## config.mk

```make
export PLATFORM = sky130hd
export DESIGN_NAME = tff_sync_counter
export DESIGN_NICKNAME = d
export VERILOG_FILES = /design/src/rtl/tff_pkg.sv /design/src/rtl/t_cell.sv /design/src/rtl/tff_sync_counter.sv
export SDC_FILE = /design/constraint.sdc
export NUM_CORES = 1
export LEC_CHECK = 0
export CORE_UTILIZATION = 40
export CTS_CLUSTER_SIZE = 14
export DETAILED_ROUTE_END_ITERATION = 16
export PLACE_DENSITY = 0.79
export SYNTH_ARGS = -nofsm -noshare
export SYNTH_HDL_FRONTEND = slang
export SYNTH_SLANG_ARGS = --single-unit
```

## constraint.sdc

```tcl
create_clock -name clk -period 2.3 [get_ports clk]
set_input_delay 0.345 -clock clk [delete_from_list [all_inputs] [get_ports clk]]
set_output_delay 0.345 -clock clk [all_outputs]
set_load 0.01 [all_outputs]
```

## src/rtl/tff_pkg.sv

```systemverilog
// Shared constants and step-kind encoding for the T-flip-flop synchronous counter.
package tff_pkg;

    localparam logic DIR_UP    = 1'b1;
    localparam logic DIR_DN    = 1'b0;
    localparam int   TFF_WIDTH = 4;

    typedef enum logic [1:0] {
        OP_HOLD = 2'd0,
        OP_LOAD = 2'd1,
        OP_UP   = 2'd2,
        OP_DN   = 2'd3
    } tff_op_e;

endpackage : tff_pkg

```

## src/rtl/t_cell.sv

```systemverilog
// Single T-type storage cell: synchronous active-high reset to 0, toggles when T is high.
module t_cell (
    input  logic clk,
    input  logic rst,
    input  logic T,
    output logic Q,
    output logic Q_bar
);

    logic r_q;

    always_ff @(posedge clk) begin
        if (rst) begin
            r_q <= 1'b0;
        end else if (T) begin
            r_q <= ~r_q;
        end
    end

    assign Q     = r_q;
    assign Q_bar = ~r_q;

endmodule : t_cell

```

## src/rtl/tff_sync_counter.sv

```systemverilog
// Modulo up/down counter built from T cells; next value is computed in binary and
// turned into per-bit toggles, with a registered wrap pulse and combinational tc.
module tff_sync_counter
    import tff_pkg::*;
#(
    parameter int WIDTH = TFF_WIDTH
) (
    input  logic             clk,
    input  logic             rst,
    input  logic             en,
    input  logic             up_dn,
    input  logic             load,
    input  logic [WIDTH-1:0] load_val,
    input  logic [WIDTH-1:0] mod_max,
    output logic [WIDTH-1:0] Q,
    output logic [WIDTH-1:0] Q_bar,
    output logic             tc,
    output logic             wrap
);

    localparam logic [WIDTH-1:0] ONE = {{(WIDTH-1){1'b0}}, 1'b1};

    logic [WIDTH-1:0] w_q;
    logic [WIDTH-1:0] w_q_bar;
    logic [WIDTH-1:0] w_q_next;
    logic [WIDTH-1:0] w_toggle;
    logic             w_wrap_next;
    tff_op_e          w_op;
    logic             r_wrap;

    always_comb begin
        w_op = OP_HOLD;
        if (load) begin
            w_op = OP_LOAD;
        end else if (en) begin
            w_op = (up_dn == DIR_UP) ? OP_UP : OP_DN;
        end
    end

    // Out-of-range counts (mod_max lowered at run time) wrap to 0 going up but
    // snap to mod_max without a wrap pulse going down.
    always_comb begin
        w_q_next    = w_q;
        w_wrap_next = 1'b0;
        case (w_op)
            OP_LOAD: begin
                w_q_next = (load_val > mod_max) ? mod_max : load_val;
            end
            OP_UP: begin
                if (w_q >= mod_max) begin
                    w_q_next    = '0;
                    w_wrap_next = 1'b1;
                end else begin
                    w_q_next = w_q + ONE;
                end
            end
            OP_DN: begin
                if (w_q == '0) begin
                    w_q_next    = mod_max;
                    w_wrap_next = 1'b1;
                end else if (w_q > mod_max) begin
                    w_q_next = mod_max;
                end else begin
                    w_q_next = w_q - ONE;
                end
            end
            default: begin
                w_q_next = w_q;
            end
        endcase
    end

    assign w_toggle = w_q ^ w_q_next;

    generate
        for (genvar gi = 0; gi < WIDTH; gi++) begin : g_cell
            t_cell u_cell (
                .clk   (clk),
                .rst   (rst),
                .T     (w_toggle[gi]),
                .Q     (w_q[gi]),
                .Q_bar (w_q_bar[gi])
            );
        end
    endgenerate

    always_ff @(posedge clk) begin
        if (rst) begin
            r_wrap <= 1'b0;
        end else begin
            r_wrap <= w_wrap_next;
        end
    end

    assign Q     = w_q;
    assign Q_bar = w_q_bar;
    assign wrap  = r_wrap;
    assign tc    = (up_dn == DIR_UP) ? (w_q == mod_max) : (w_q == '0);

endmodule : tff_sync_counter

```

==> flow_summary_export.csv <==
group,metric,value,unit
synth,synthSimpleGateAreaFrac,0.226,
worst_hold_path,min-delay-start,"g_cell[2].u_cell.Q",
floorplanning,rows,16,
critical_path,crit_top_cell,"o21ai_0",
sta,timing.hold.ws,600,ps
sta,maxSlewHeadroom,0.773,
sta,hold_violations,0,
synth,synth_cells,109,
synth,synth_top_family_by_area,"compound AO/OA/AOI/OAI gates",
job,maxCapViolations,0,
critical_path,endpoint,"wrap",
critical_path,worstPathMaxFanout,6,
critical_path,cp-startpoint,"mod_max[1]",
place,pre_cts_slack,-179,ps
synth,ys_seq_area_frac,0.119,
power,p_leak,0.535,nW
synth,synth-compound-area-share,0.307,
routing,vias,926,
synth,synth_xor_area_frac,0.0312,
clock_tree,root_buffer,"clkbuf_4",
floorplanning,die_w,47.9,µm
layout,n_antenna_cell,0,
power,p_per_area,455,nW/µm²
clock_tree,cts_buffer_depth,2,
sta,max_freq,447,MHz
critical_path,startpoint_type,"primary input",
synth,yosysTopAreaCell,"ha_1",
clock_tree,ctsHoldBuffers,0,
sta,setup_violations,0,
clock_tree,worstSkewPairLatency,240,ps
critical_path,path_cells,"clkdlybuf4s50_1 > inv_1 > ha_1 > nor2b_1 > o211a_1 > buf_4 > o21ai_0 > o21ai_0 > and4b_1",
synth,synthTopCellsByArea,"ha_1 15%, dfxtp_1 12%, buf_4 7.1%, buf_6 5.3%, a211oi_1 4.5%",
synth,synth_fa_ha_area_frac,0.148,
floorplanning,ioPinCount,23,
critical_path,worstPathArrival,2370,ps
clock_tree,post_cts_buffers,0,
floorplanning,core,1960,µm²
critical_path,crit_slowest_cell,"clkdlybuf4s50_1",
routing,drc,0,
place,dp_hpwl,1890,µm
synth,synth_mux_area_frac,0,
global_routing,grt_pass1_vias,850,
clock_tree,clkTransAtPathRegs,40,ps
floorplanning,die_h,47.9,µm
synth,synth.net_count,132,
critical_path,worst_r2r_path_depth,8,
floorplanning,dieArea,2300,µm²
routing,wire_per_inst,13.7,µm
floorplanning,start_util,0.430,
critical_path,critPathMaxStageDelay,480,ps
routing,finalWirelength,2350,µm
routing,via_per_inst,5.42,
critical_path,rr_endpoint,"wrap",
outcome,status,"finished clean",
global_routing,grt_max_degree,10,
global_routing,grt-ovfl-total,0,
layout,fin_nets,168,
routing,drtPass1Iterations,4,
synth,ys_ff_latch,5,
sta,worstMarginPinSlew,336,ps
synth,synth_area,843,µm²
sta,min_period_over_period,0.973,
place,port_buffers,22,
power,max-vdd-ir-drop,0.202,mV
sta,finalCriticalPeriod,2240,ps
layout,final_layout_size_suffix_gt1_frac,0.285,
synth,yosys.cell_types.count,40,
global_routing,grt_antenna_before_repair,0,
global_routing,grtUsageTotal,0.221,
synth,async_flop_share,0,
sta,slew_violations,0,
synth,ys_dominant_reg_cell,"dfxtp_1",
sta,worst_slack,61.1,ps
routing,ant_nets,0,
synth,avgSynthCellArea,7.74,µm²
synth,yosys_warnings,0,
global_routing,grt_pass1_wl,3600,µm
clock_tree,cts.sinks,5,
critical_path,cp.required,2430,ps
critical_path,path_class,"primary input to register",
critical_path,rr_startpoint,"g_cell[3].u_cell.Q",
synth,yosys-top-cells-count,"10 x ha_1, 10 x nand2_1, 9 x inv_1",
clock_tree,cts_tree,"yes",
worst_hold_path,hp-class,"register to register",
clock_tree,cts_made_buffers,3,
routing,first_iter_violations,4,
critical_path,reg2reg_slack,320,ps
synth,synth_top_area_share,0.148,
place,gp_congestion,0.907,
critical_path,end_kind,"register",
clock_tree,htreeDepth,1,
layout,synthToLayoutAreaGrowth,44.8,%
sta,fin_skew,2.41,ps
synth,synth_edf_count,0,
stage by stage:
step | std cells | utilization | total power [W] | setup TNS [ps] | cell area (µm²)
2_1_floorplan | 109 | - | 0.000314 | 0 | 843
3_3_place_gp | 167 | 0.588 | 0.000428 | -505 | 1150
3_5_place_dp | 167 | 0.588 | 0.000437 | -798 | 1150
4_1_cts | 171 | 0.601 | 0.000539 | 0 | 1180
5_1_grt | 171 | 0.622 | 0.000596 | -25.7 | 1220
6_report | 171 | 0.622 | 0.000555 | 0 | 1220
what timing repair did:
| action | CTS | global route |
|---|---|---|
| setup endpoints to repair | 1 | 5 |
| endpoints found under the hold margin | 0 | 0 |
| gates resized for setup | 1 | 9 |
worst min path at each step:
stage	to	slack [ps]	cells after the start
final	g_cell[2].u_cell.Q	600	2
after global routing	g_cell[2].u_cell.Q	630	2
after CTS	g_cell[2].u_cell.Q	600	2
after detailed placement	g_cell[2].u_cell.Q	590	2
after global placement	g_cell[2].u_cell.Q	580	2
after floorplan	g_cell[2].u_cell.Q	410	1
registers in the layout, indices dropped and copies added (netlist names):
register         cells
g_cell.u_cell.Q      4
wrap                 1
power breakdown:
group / internal (W) / switching [W]
logic: 0.000182 / 0.000168
registers: 0.0000960 / 0.0000102
clock network: 0.0000654 / 0.0000335
area by class of cell:
class                      count  area (µm²)
fill                         196         741
multi-input combinational     82         643
timing repair buffer          44         384
sequential                     5         100
inverter                       9        33.8
tap                           27        33.8
clock buffer                   4        26.3
worst max-delay path, delay by kind of cell:
family | cells | cell delay (ps)
AO/OA/AOI/OAI | 3 | 600
AND/OR/NAND/NOR | 2 | 380
buffers and inverters | 3 | 720
adder cells (fa/ha/maj) | 1 | 320
cell usage in the layout (no fill, tap or decap), types with 2 or more instances in the layout:
cell | Yosys | routed
a211oi_2 | 0 | 3
buf_4 | 8 | 22
clkdlybuf4s50_1 | 0 | 21
inv_1 | 9 | 9
nor3_1 | 3 | 2
nor2_1 | 5 | 5
dfxtp_1 | 5 | 5
xnor2_1 | 2 | 2
nand3_1 | 4 | 4
ha_1 | 10 | 10
o211ai_1 | 3 | 3
a211oi_1 | 5 | 2
clkbuf_4 | 0 | 3
nand2_1 | 10 | 10
a21oi_1 | 4 | 4
a31oi_1 | 4 | 4
o21ai_0 | 7 | 6
cells by family after synthesis:
logic type               after synthesis
flip-flops                             5
adder cells (fa/ha/maj)               10
XOR/XNOR                               3
AND/OR/NAND/NOR                       34
AO/OA/AOI/OAI                         35
buffers and inverters                 22
per-layer routing:
| metal | share of wire | track usage | up-vias |
|---|---|---|---|
| li1 | - | - | 465 |
| met1 | 0.42 | 0.275 | 432 |
| met2 | 0.53 | 0.419 | 25 |
| met3 | 0.028 | 0.0113 | 4 |
| met4 | 0.022 | 0.0333 | 0 |
| met5 | 0 | 0 | - |
Note: power is estimated with default switching activity, not from simulation.
